### config.mk
export PLATFORM = sky130hd
export DESIGN_NAME = ternary_to_binary_decoder
export DESIGN_NICKNAME = d
export VERILOG_FILES = /design/src/rtl/ternary_to_binary_decoder.sv
export SDC_FILE = /design/constraint.sdc
export NUM_CORES = 1
export LEC_CHECK = 0
export ABC_AREA = 0
export BUFFER_PORTS_ARGS = -buffer_cell sky130_fd_sc_hd__buf_2
export CAP_MARGIN = 10
export CELL_PAD_IN_SITES_DETAIL_PLACEMENT = 0
export CELL_PAD_IN_SITES_GLOBAL_PLACEMENT = 1
export CORE_ASPECT_RATIO = 0.6
export CORE_UTILIZATION = 30
export DETAILED_ROUTE_END_ITERATION = 12
export PLACE_DENSITY_LB_ADDON = 0.1
export SLEW_MARGIN = 5
export SYNTH_ARGS = -nofsm -noshare
export SYNTH_HDL_FRONTEND = slang
export SYNTH_SLANG_ARGS = --single-unit
### constraint.sdc
create_clock -name clock -period 5.6 [get_ports clock]
set_clock_uncertainty 0.1 [all_clocks]
set_input_delay 1.12 -clock clock [delete_from_list [all_inputs] [get_ports clock]]
set_output_delay 1.12 -clock clock [all_outputs]
set_load 0.005 [all_outputs]
### src/rtl/ternary_to_binary_decoder.sv
// ---------------------------------------------------------------------------
// ternary_to_binary_decoder
//
// Converts one balanced-ternary word into a signed two's-complement integer.
// Trits are consumed one per clock, most significant first, using Horner
// evaluation (acc = 3*acc + trit).
//
// Trit encoding: 2'b11 = -1, 2'b00 = 0, 2'b01 = +1, 2'b10 = illegal.
// An illegal trit contributes 0 and flags err for that word.
//
// Ports
//   clock      rising-edge clock
//   reset_n    asynchronous active-low reset
//   in_valid   input word presented
//   in_ready   block is idle and can accept a word
//   in_word    ternary word; trit i in bits [2i+1:2i], trit WORD_SIZE-1 is MSB
//   out_valid  result available (held until out_ready)
//   out_ready  consumer accepts the result
//   bin_out    signed two's-complement value of the last word
//   err        last word contained at least one illegal trit
//   is_zero    bin_out == 0 (qualified by out_valid)
//
// Sizing rule: 2^(BIN_WIDTH-1) > (3^WORD_SIZE-1)/2. If violated, the result
// wraps modulo 2^BIN_WIDTH without any flag.
// ---------------------------------------------------------------------------
module ternary_to_binary_decoder #(
  parameter int WORD_SIZE = 9,
  parameter int BIN_WIDTH = 16
) (
  input  logic                   clock,
  input  logic                   reset_n,
  input  logic                   in_valid,
  output logic                   in_ready,
  input  logic [2*WORD_SIZE-1:0] in_word,
  output logic                   out_valid,
  input  logic                   out_ready,
  output logic [BIN_WIDTH-1:0]   bin_out,
  output logic                   err,
  output logic                   is_zero
);

  // Counter is at least one bit wide so WORD_SIZE = 1 still elaborates.
  localparam int CNT_W = (WORD_SIZE > 1) ? $clog2(WORD_SIZE) : 1;

  typedef enum logic [1:0] {
    IDLE = 2'd0,
    CONV = 2'd1,
    DONE = 2'd2
  } state_t;

  state_t                       state_reg;
  state_t                       state_next;

  logic [2*WORD_SIZE-1:0]       word_reg;
  logic signed [BIN_WIDTH-1:0]  acc_reg;
  logic                         err_acc_reg;
  logic [CNT_W-1:0]             cnt_reg;
  logic [BIN_WIDTH-1:0]         bin_out_reg;
  logic                         err_reg;
  logic                         is_zero_reg;

  // Per-trit decode of the captured word.
  logic [WORD_SIZE-1:0]         trit_neg;
  logic [WORD_SIZE-1:0]         trit_pos;
  logic [WORD_SIZE-1:0]         trit_ill;

  generate
    for (genvar gi = 0; gi < WORD_SIZE; gi++) begin : g_trit
      assign trit_neg[gi] = (word_reg[2*gi+1 -: 2] == 2'b11);
      assign trit_pos[gi] = (word_reg[2*gi+1 -: 2] == 2'b01);
      assign trit_ill[gi] = (word_reg[2*gi+1 -: 2] == 2'b10);
    end
  endgenerate

  // Select the trit currently pointed to by the counter.
  logic cur_neg;
  logic cur_pos;
  logic cur_ill;

  always_comb begin
    cur_neg = 1'b0;
    cur_pos = 1'b0;
    cur_ill = 1'b0;
    for (int i = 0; i < WORD_SIZE; i++) begin
      if (cnt_reg == CNT_W'(i)) begin
        cur_neg = trit_neg[i];
        cur_pos = trit_pos[i];
        cur_ill = trit_ill[i];
      end
    end
  end

  // Horner step: 3*acc is formed as (acc << 1) + acc; illegal trits add 0.
  logic signed [BIN_WIDTH-1:0] trit_ext;
  logic signed [BIN_WIDTH-1:0] sum_next;
  logic                        err_next;

  always_comb begin
    trit_ext = '0;
    if (cur_neg) begin
      trit_ext = '1;
    end else if (cur_pos) begin
      trit_ext = BIN_WIDTH'(1);
    end
    sum_next = (acc_reg <<< 1) + acc_reg + trit_ext;
    err_next = err_acc_reg | cur_ill;
  end

  // State register.
  always_ff @(posedge clock or negedge reset_n) begin
    if (!reset_n) begin
      state_reg <= IDLE;
    end else begin
      state_reg <= state_next;
    end
  end

  // Next-state logic.
  always_comb begin
    state_next = state_reg;
    case (state_reg)
      IDLE:    if (in_valid)          state_next = CONV;
      CONV:    if (cnt_reg == '0)     state_next = DONE;
      DONE:    if (out_ready)         state_next = IDLE;
      default:                        state_next = IDLE;
    endcase
  end

  // Handshake outputs come straight from the state register.
  always_comb begin
    in_ready  = (state_reg == IDLE);
    out_valid = (state_reg == DONE);
  end

  // Datapath registers.
  always_ff @(posedge clock or negedge reset_n) begin
    if (!reset_n) begin
      word_reg    <= '0;
      acc_reg     <= '0;
      err_acc_reg <= 1'b0;
      cnt_reg     <= '0;
      bin_out_reg <= '0;
      err_reg     <= 1'b0;
      is_zero_reg <= 1'b0;
    end else begin
      case (state_reg)
        IDLE: begin
          if (in_valid) begin
            word_reg    <= in_word;
            acc_reg     <= '0;
            err_acc_reg <= 1'b0;
            cnt_reg     <= CNT_W'(WORD_SIZE - 1);
          end
        end
        CONV: begin
          acc_reg     <= sum_next;
          err_acc_reg <= err_next;
          if (cnt_reg == '0) begin
            bin_out_reg <= sum_next;
            err_reg     <= err_next;
            is_zero_reg <= (sum_next == '0);
          end else begin
            cnt_reg <= cnt_reg - CNT_W'(1);
          end
        end
        default: begin
          // DONE: result registers hold their value.
        end
      endcase
    end
  end

  assign bin_out = bin_out_reg;
  assign err     = err_reg;
  assign is_zero = is_zero_reg;

endmodule
# Word-level counts from Yosys, hierarchy flattened
# Index checks and enable logic that the tools add are counted.
# op_classes
addsub	3
n_eq_ne	41
n_mux	40
bitwise	1
n_reduce_logical	9
# ops
cell	count
equality test 2 bit, second input constant	19
adder 16 bit	2
two-way mux 16 bit	2
one-hot mux 16 bit (2 select lines)	1
two-way mux 1 bit	29
equality test 2 x 1 -> 1 bit, second input constant	10
equality test 4 x 3 -> 1 bit, second input constant	4
logical NOT 16 bit	1
equality test 4 x 2 -> 1 bit, second input constant	2
two-way mux 4 bit	2
one-hot mux 4 bit (2 select lines)	1
two-way mux 2 bit	3
inequality test 2 bit, second input constant	3
one-hot mux 2 bit (3 select lines)	1
AND reduction 2 bit	3
AND reduction 3 bit	2
equality test 4 x 1 -> 1 bit, second input constant	1
equality test 4 bit, second input constant	1
logical NOT 4 bit	1
subtractor 4 x 1 -> 4 bit, second input constant	1
logical NOT 2 bit	1
inequality test 2 x 1 -> 1 bit, second input constant	1
one-hot mux 1 bit (2 select lines)	1
nonzero test 2 bit	1
bitwise OR 1 bit	1
# totals
register_bits	59
output_inout_bits	20
word_cells	102

# Depth between registers and ports, before layout
# Gate-level depths: netlist of the first run.
# depth
depth_word	14
mapped_depth	21

# Least setup slack after synthesis of the first run
# OpenSTA, ideal clock, no wires.
# synth_timing
path_kind	register to register
startpoint	register cnt_reg[1]
endpoint	register is_zero_reg, in the netlist is_zero
setup_ns	0.104
t_arrival_ns	4.544
setup_slack_ns	0.853
stages_incl_launch_ff	20
path_cell_list	dfrtp_1 -> inv_1 -> ha_1 -> clkbuf_1 -> nor4bb_1 -> a32oi_1 -> o2111ai_1 -> a21oi_1 -> nor2_1 -> nor2_1 -> inv_1 -> fa_1 -> ha_1 -> nor2b_1 -> o31a_1 -> o21ai_1 -> o311a_1 -> o21ai_1 -> xnor2_1 -> o41ai_2
# synth_between
elab_chain_len	14
# synth_rtl
item	line	text
start, declared	57	logic [CNT_W-1:0] cnt_reg;
start signal, assigned	152	cnt_reg <= CNT_W'(WORD_SIZE - 1);
start signal, assigned	163	cnt_reg <= cnt_reg - CNT_W'(1);
logical NOT 4 bit	85, 158	
two-way mux 1 bit (9 in a row)	85	if (cnt_reg == CNT_W'(i)) begin
two-way mux 1 bit	102	end else if (cur_pos) begin
two-way mux 16 bit	100	if (cur_neg) begin
adder 16 bit	105	sum_next = (acc_reg <<< 1) + acc_reg + trit_ext;
logical NOT 16 bit	161	is_zero_reg <= (sum_next == '0);
end signal, assigned	161	
end, declared	60	logic is_zero_reg;
# Parallel ways exist; a longest one is shown, timed or not.
# A chain may end at the register's enable or synchronous reset.

# Final worst setup path of the first run
# layout_timing
startpoint	register cnt_reg[0]
endpoint	register is_zero_reg, in the netlist is_zero
# The elaborated chain is that of the path after synthesis.

==> reports/results.ini, run 1 <==
[clock_tree]
clkLatencyLatePin_ns=0.34
cts_root_buffer=clkbuf_16
clock_path_buffers=2
cts_tree=yes
h-tree-depth=3
clkSinkCount=59
holdBufCountCts=0
cts_buffers=9
path_clk_slew_ns=0.06

[drt]
wirelength_um=9780
vias=2976
drc_errors=0
ant_nets=0
dr.pass1.iters=4
avgViaCountPerCell=5.10
drt_iter0_markers=188
wl_per_cell_um=16.7

[placed_design]
io_buffers=41
gp_congestion=0.865
dpl.hpwl_um=7390

[cells_and_area]
largest_reg_flops=18
area_growth_pct=19.4
n_antenna_cell=0
nNetsFinal=472
drive_above_1_share=0.232

[floorplan]
rows=31
dieArea_sq_um=12900
initial_core_util=0.309
coreArea_sq_um=12100
fp.dieH_um=88.5
io_pins=42
die_w_um=146

[setup_path]
start_kind=flip-flop
r2r_slack_ns=0.46
crit_required_ns=5.74
crit_path_max_fanout=8
endpoint_kind=flip-flop
critPathKind=reg -> reg
arrival_ns=5.28

[synthesis]
synthArstFlopShare=1.00
synth_seq_cells=59
synth_common_cells=dfrtp_1 (59), nand2_1 (33), o21ai_0 (27), mux2_2 (22), inv_1 (21)
synth.area.top_cells=dfrtp_1 (39%), fa_1 (8.0%), ha_1 (6.7%)
seq_area_frac_synth=0.395
synth_simple_gate_area_frac=0.147
synth-xor-area-share=0.0351
ys.flop_type=dfrtp_1
yosysMostFrequentCell=dfrtp_1
ys_warn_count=0
netlist_area_sq_um=3740
synth_top_area_frac=0.395
yosys.area_share.adder=0.147
synth_top_family_by_area=compound AO/OA/AOI/OAI gates
synth_mux_area_frac=0.0689
synth.distinct_cells=54
synthCells=369
synth_compound_area_frac=0.172
avgSynthCellArea_sq_um=10.1
synth_fp_nets=426
yosysTopAreaCell=dfrtp_1
synth-edff-count=0

[timing]
fin_crit_ns=5.14
drv_slew=0
tns_ns=0
relSlewSlack=0.322
finalHoldViolations=0
rsz0062_at_grt=no
max_freq_ghz=0.194
fin_crit_sh=0.918
worst_pin_slew_ns=1.02
hold_ws_ns=0.375
setup_viol=0

[global_routing]
track_usage=0.165
overflow=0
grt_pass1_vias=2805
grt_max_degree=60
grt_pass1_wl_um=16000
antenna_found_initial=0

[worst_hold_path]
hp-class=reg -> reg

[run_status]
status=finished clean

[run]
cap_violations=0

[area by class of cell]
cell class | count | area [sq um]
clock buffer | 10 | 239
inverter | 21 | 78.8
multi-input combinational | 276 | 2150
tap | 165 | 206
fill | 1242 | 7640
clock inverter | 5 | 53.8
timing repair buffer | 48 | 258
sequential | 59 | 1480
[timing repair]
action	4_1_cts	5_1_grt
endpoints found under the setup margin	0	9
setup buffers	0	2
gates resized for setup	0	6
[stage by stage]
stage	instance area, sq um	setup WS, ns	util	instances
2_1_floorplan	3740	0.853	-	369
3_3_place_gp	4140	0.370	0.342	567
3_5_place_dp	4140	0.206	0.342	567
4_1_cts	4440	0.188	0.367	582
5_1_grt	4460	0.0991	0.369	584
6_report	4460	0.458	0.369	584
[path summary, 6_finish.rpt]
check,cells past startpoint,from,to
setup / recovery,18,cnt_reg[0]$_DFFE_PN0P_,is_zero$_DFFE_PN0P_
hold / removal,2,bin_out[12]$_DFFE_PN0P_,bin_out[12]$_DFFE_PN0P_
setup reg to reg,18,cnt_reg[0]$_DFFE_PN0P_,is_zero$_DFFE_PN0P_
hold reg to reg,2,bin_out[12]$_DFFE_PN0P_,bin_out[12]$_DFFE_PN0P_
max in group asynchronous,2,reset_n,bin_out[7]$_DFFE_PN0P_
min in group asynchronous,2,reset_n,word_reg[12]$_DFFE_PN0P_
[per-layer routing]
metal  GRT usage  vias up  wire [um]
met5           0        -          0
met4      0.0455        0        104
met3      0.0392       11        460
met2       0.207       65       3570
met1       0.268     1476       5640
li1            -     1424          -
[critical path, stage by stage (launching register included)]
cell and delay, ns:
dfrtp_1 0.44, ha_1 0.39, inv_1 0.17, or3_1 0.38, a21boi_0 0.30, o32a_1 0.20
o22ai_1 0.09, a31oi_1 0.39, ha_1 0.22, ha_1 0.18, inv_1 0.06, fa_1 0.39
nor2b_1 0.18, o31a_1 0.21, a21oi_1 0.11, or4_1 0.62, nor4_2 0.23, nand4_1 0.16
o41ai_2 0.21
[kinds of logic (layout without fill, tap and decap cells)]
group	Yosys count	count (layout)
multiplexers	23	23
adder cells (fa/ha/maj)	35	35
AND/OR/NAND/NOR	105	105
flip-flops	59	59
XOR/XNOR	15	15
buffers and inverters	34	84
AO/OA/AOI/OAI	98	98
[placed cells by master, fill, tap and decap left out, types with 12 or more instances in the layout]
cell      n
inv_1    20
buf_2    41
fa_1     15
nand2_1  33
nor2_1   19
a22o_1   12
mux2_2   22
dfrtp_1  59
a21oi_1  18
ha_1     18
o21ai_0  26
Power of run 1 is not shown: default switching activity piles up to over one toggle a cycle in this logic, so the estimate is an artifact.
==> run 2, diff against run 1 <==
CORE_ASPECT_RATIO = 0.5   (was 0.6)
==> reports/results.ini, run 2 (synthesis gave the netlist of run 1 again) <==
[placed_design]
dpl.hpwl_um=6580
io_buffers=41
gp_congestion=0.858

[timing]
finalHoldViolations=0
fin_crit_sh=0.927
rsz0062_at_grt=no
max_freq_ghz=0.193
tns_ns=0
hold_ws_ns=0.383
relSlewSlack=0.330
worst_pin_slew_ns=1.00
drv_slew=0
fin_crit_ns=5.19
setup_viol=0

[drt]
ant_nets=0
drt_iter0_markers=103
wirelength_um=9260
dr.pass1.iters=4
avgViaCountPerCell=5.02
drc_errors=0
wl_per_cell_um=15.8
vias=2944

[floorplan]
io_pins=42
rows=28
die_w_um=160
fp.dieH_um=80.9
dieArea_sq_um=12900
initial_core_util=0.312
coreArea_sq_um=12000

[setup_path]
start_kind=flip-flop
crit_required_ns=5.72
endpoint_kind=flip-flop
cp.buffers_inverters=3
path_common_cell=inv_1
crit_chain=inv_1 -> ha_1 -> nor3b_4 -> a32oi_1 -> o2111ai_1 -> a21oi_1 -> nor2_1 -> nor2_2 -> fa_1 -> inv_1 -> ha_1 -> inv_1 -> fa_1 -> nor2b_1 -> o31a_1 -> o21ai_1 -> o311a_1 -> o21ai_1 -> xnor2_1 -> o41ai_2
critPathSlowestCell=dfrtp_1
crit_family=compound AO/OA/AOI/OAI gates
critical-path-max-stage-delay_ns=0.43
crit_path_max_fanout=8
critPathKind=reg -> reg
arrival_ns=5.31

[clock_tree]
clkSinkCount=59
clock_path_buffers=2
cts_root_buffer=clkbuf_16
clkLatencyLatePin_ns=0.33
holdBufCountCts=0
h-tree-depth=3
cts_buffers=9
cts_tree=yes
path_clk_slew_ns=0.05

[global_routing]
track_usage=0.151
grt_pass1_vias=2913
antenna_found_initial=0
overflow=0
grt_max_degree=60
grt_pass1_wl_um=15200

[run_status]
status=finished clean

[cells_and_area]
largest_reg_flops=18
final_common_cell=dfrtp_1
n_antenna_cell=0
nFillCells=1236
layout_common_cells=dfrtp_1 (59), buf_2 (41), nand2_1 (33)
drive_above_1_share=0.219
area_growth_pct=19.7
nNetsFinal=473

[worst_hold_path]
hp-class=reg -> reg

[run]
cap_violations=0

==> run 2: changes by cell type in the layout (fill, tap and decap cells not counted), moves of 2 or more <==
cell	change
ha_2	-2
clkinv_2	-3
clkbuf_8	+2
ha_1	+2
clkbuf_1	+3
==> run 2: per-stage QoR <==
stage                     worst slack, ns  cells  cell area [sq um]  utilization
after floorplan                     0.853    369               3740            -
after global placement              0.377    567               4140        0.346
after detailed placement            0.142    567               4140        0.346
after CTS                           0.107    583               4450        0.371
after global routing              0.00937    586               4480        0.374
final                               0.409    586               4480        0.374
==> run 2: timing repair <==
item | CTS | global route
gates resized for setup | 0 | 2
setup endpoints to repair | 0 | 8
setup buffers | 0 | 3
==> run 2: worst paths after layout <==
path,startpoint,endpoint,slack (ns),cells after the start
min in group asynchronous,reset_n,word_reg[3]$_DFFE_PN0P_,0.87,2
min,bin_out[12]$_DFFE_PN0P_,bin_out[12]$_DFFE_PN0P_,0.38,2
max,cnt_reg[0]$_DFFE_PN0P_,is_zero$_DFFE_PN0P_,0.41,20
min reg2reg,bin_out[12]$_DFFE_PN0P_,bin_out[12]$_DFFE_PN0P_,0.38,2
max reg2reg,cnt_reg[0]$_DFFE_PN0P_,is_zero$_DFFE_PN0P_,0.41,20
max in group asynchronous,reset_n,acc_reg[6]$_DFFE_PN0P_,4.01,2
==> run 2: cell type report <==
cell class                 count  area (sq um)  area share
clock buffer                  15           278      0.0620
clock inverter                 1          30.0     0.00671
inverter                      21          82.6      0.0184
multi-input combinational    276          2140       0.478
sequential                    59          1480       0.330
tap                          165           206      0.0461
timing repair buffer          49           265      0.0593
==> run 2: layer usage <==
metal	share of wire	track usage
met1	0.51	0.199
met2	0.46	0.250
met3	0.028	0.0373
met4	0.0076	0.0438
met5	0	0
==> run 2: worst min-delay path, stage by stage, from the launching register on <==
cell and delay [ns]:
dfrtp_1 0.34, nand2_1 0.05, o21ai_0 0.06
Power of run 2 is left out for the same reason.
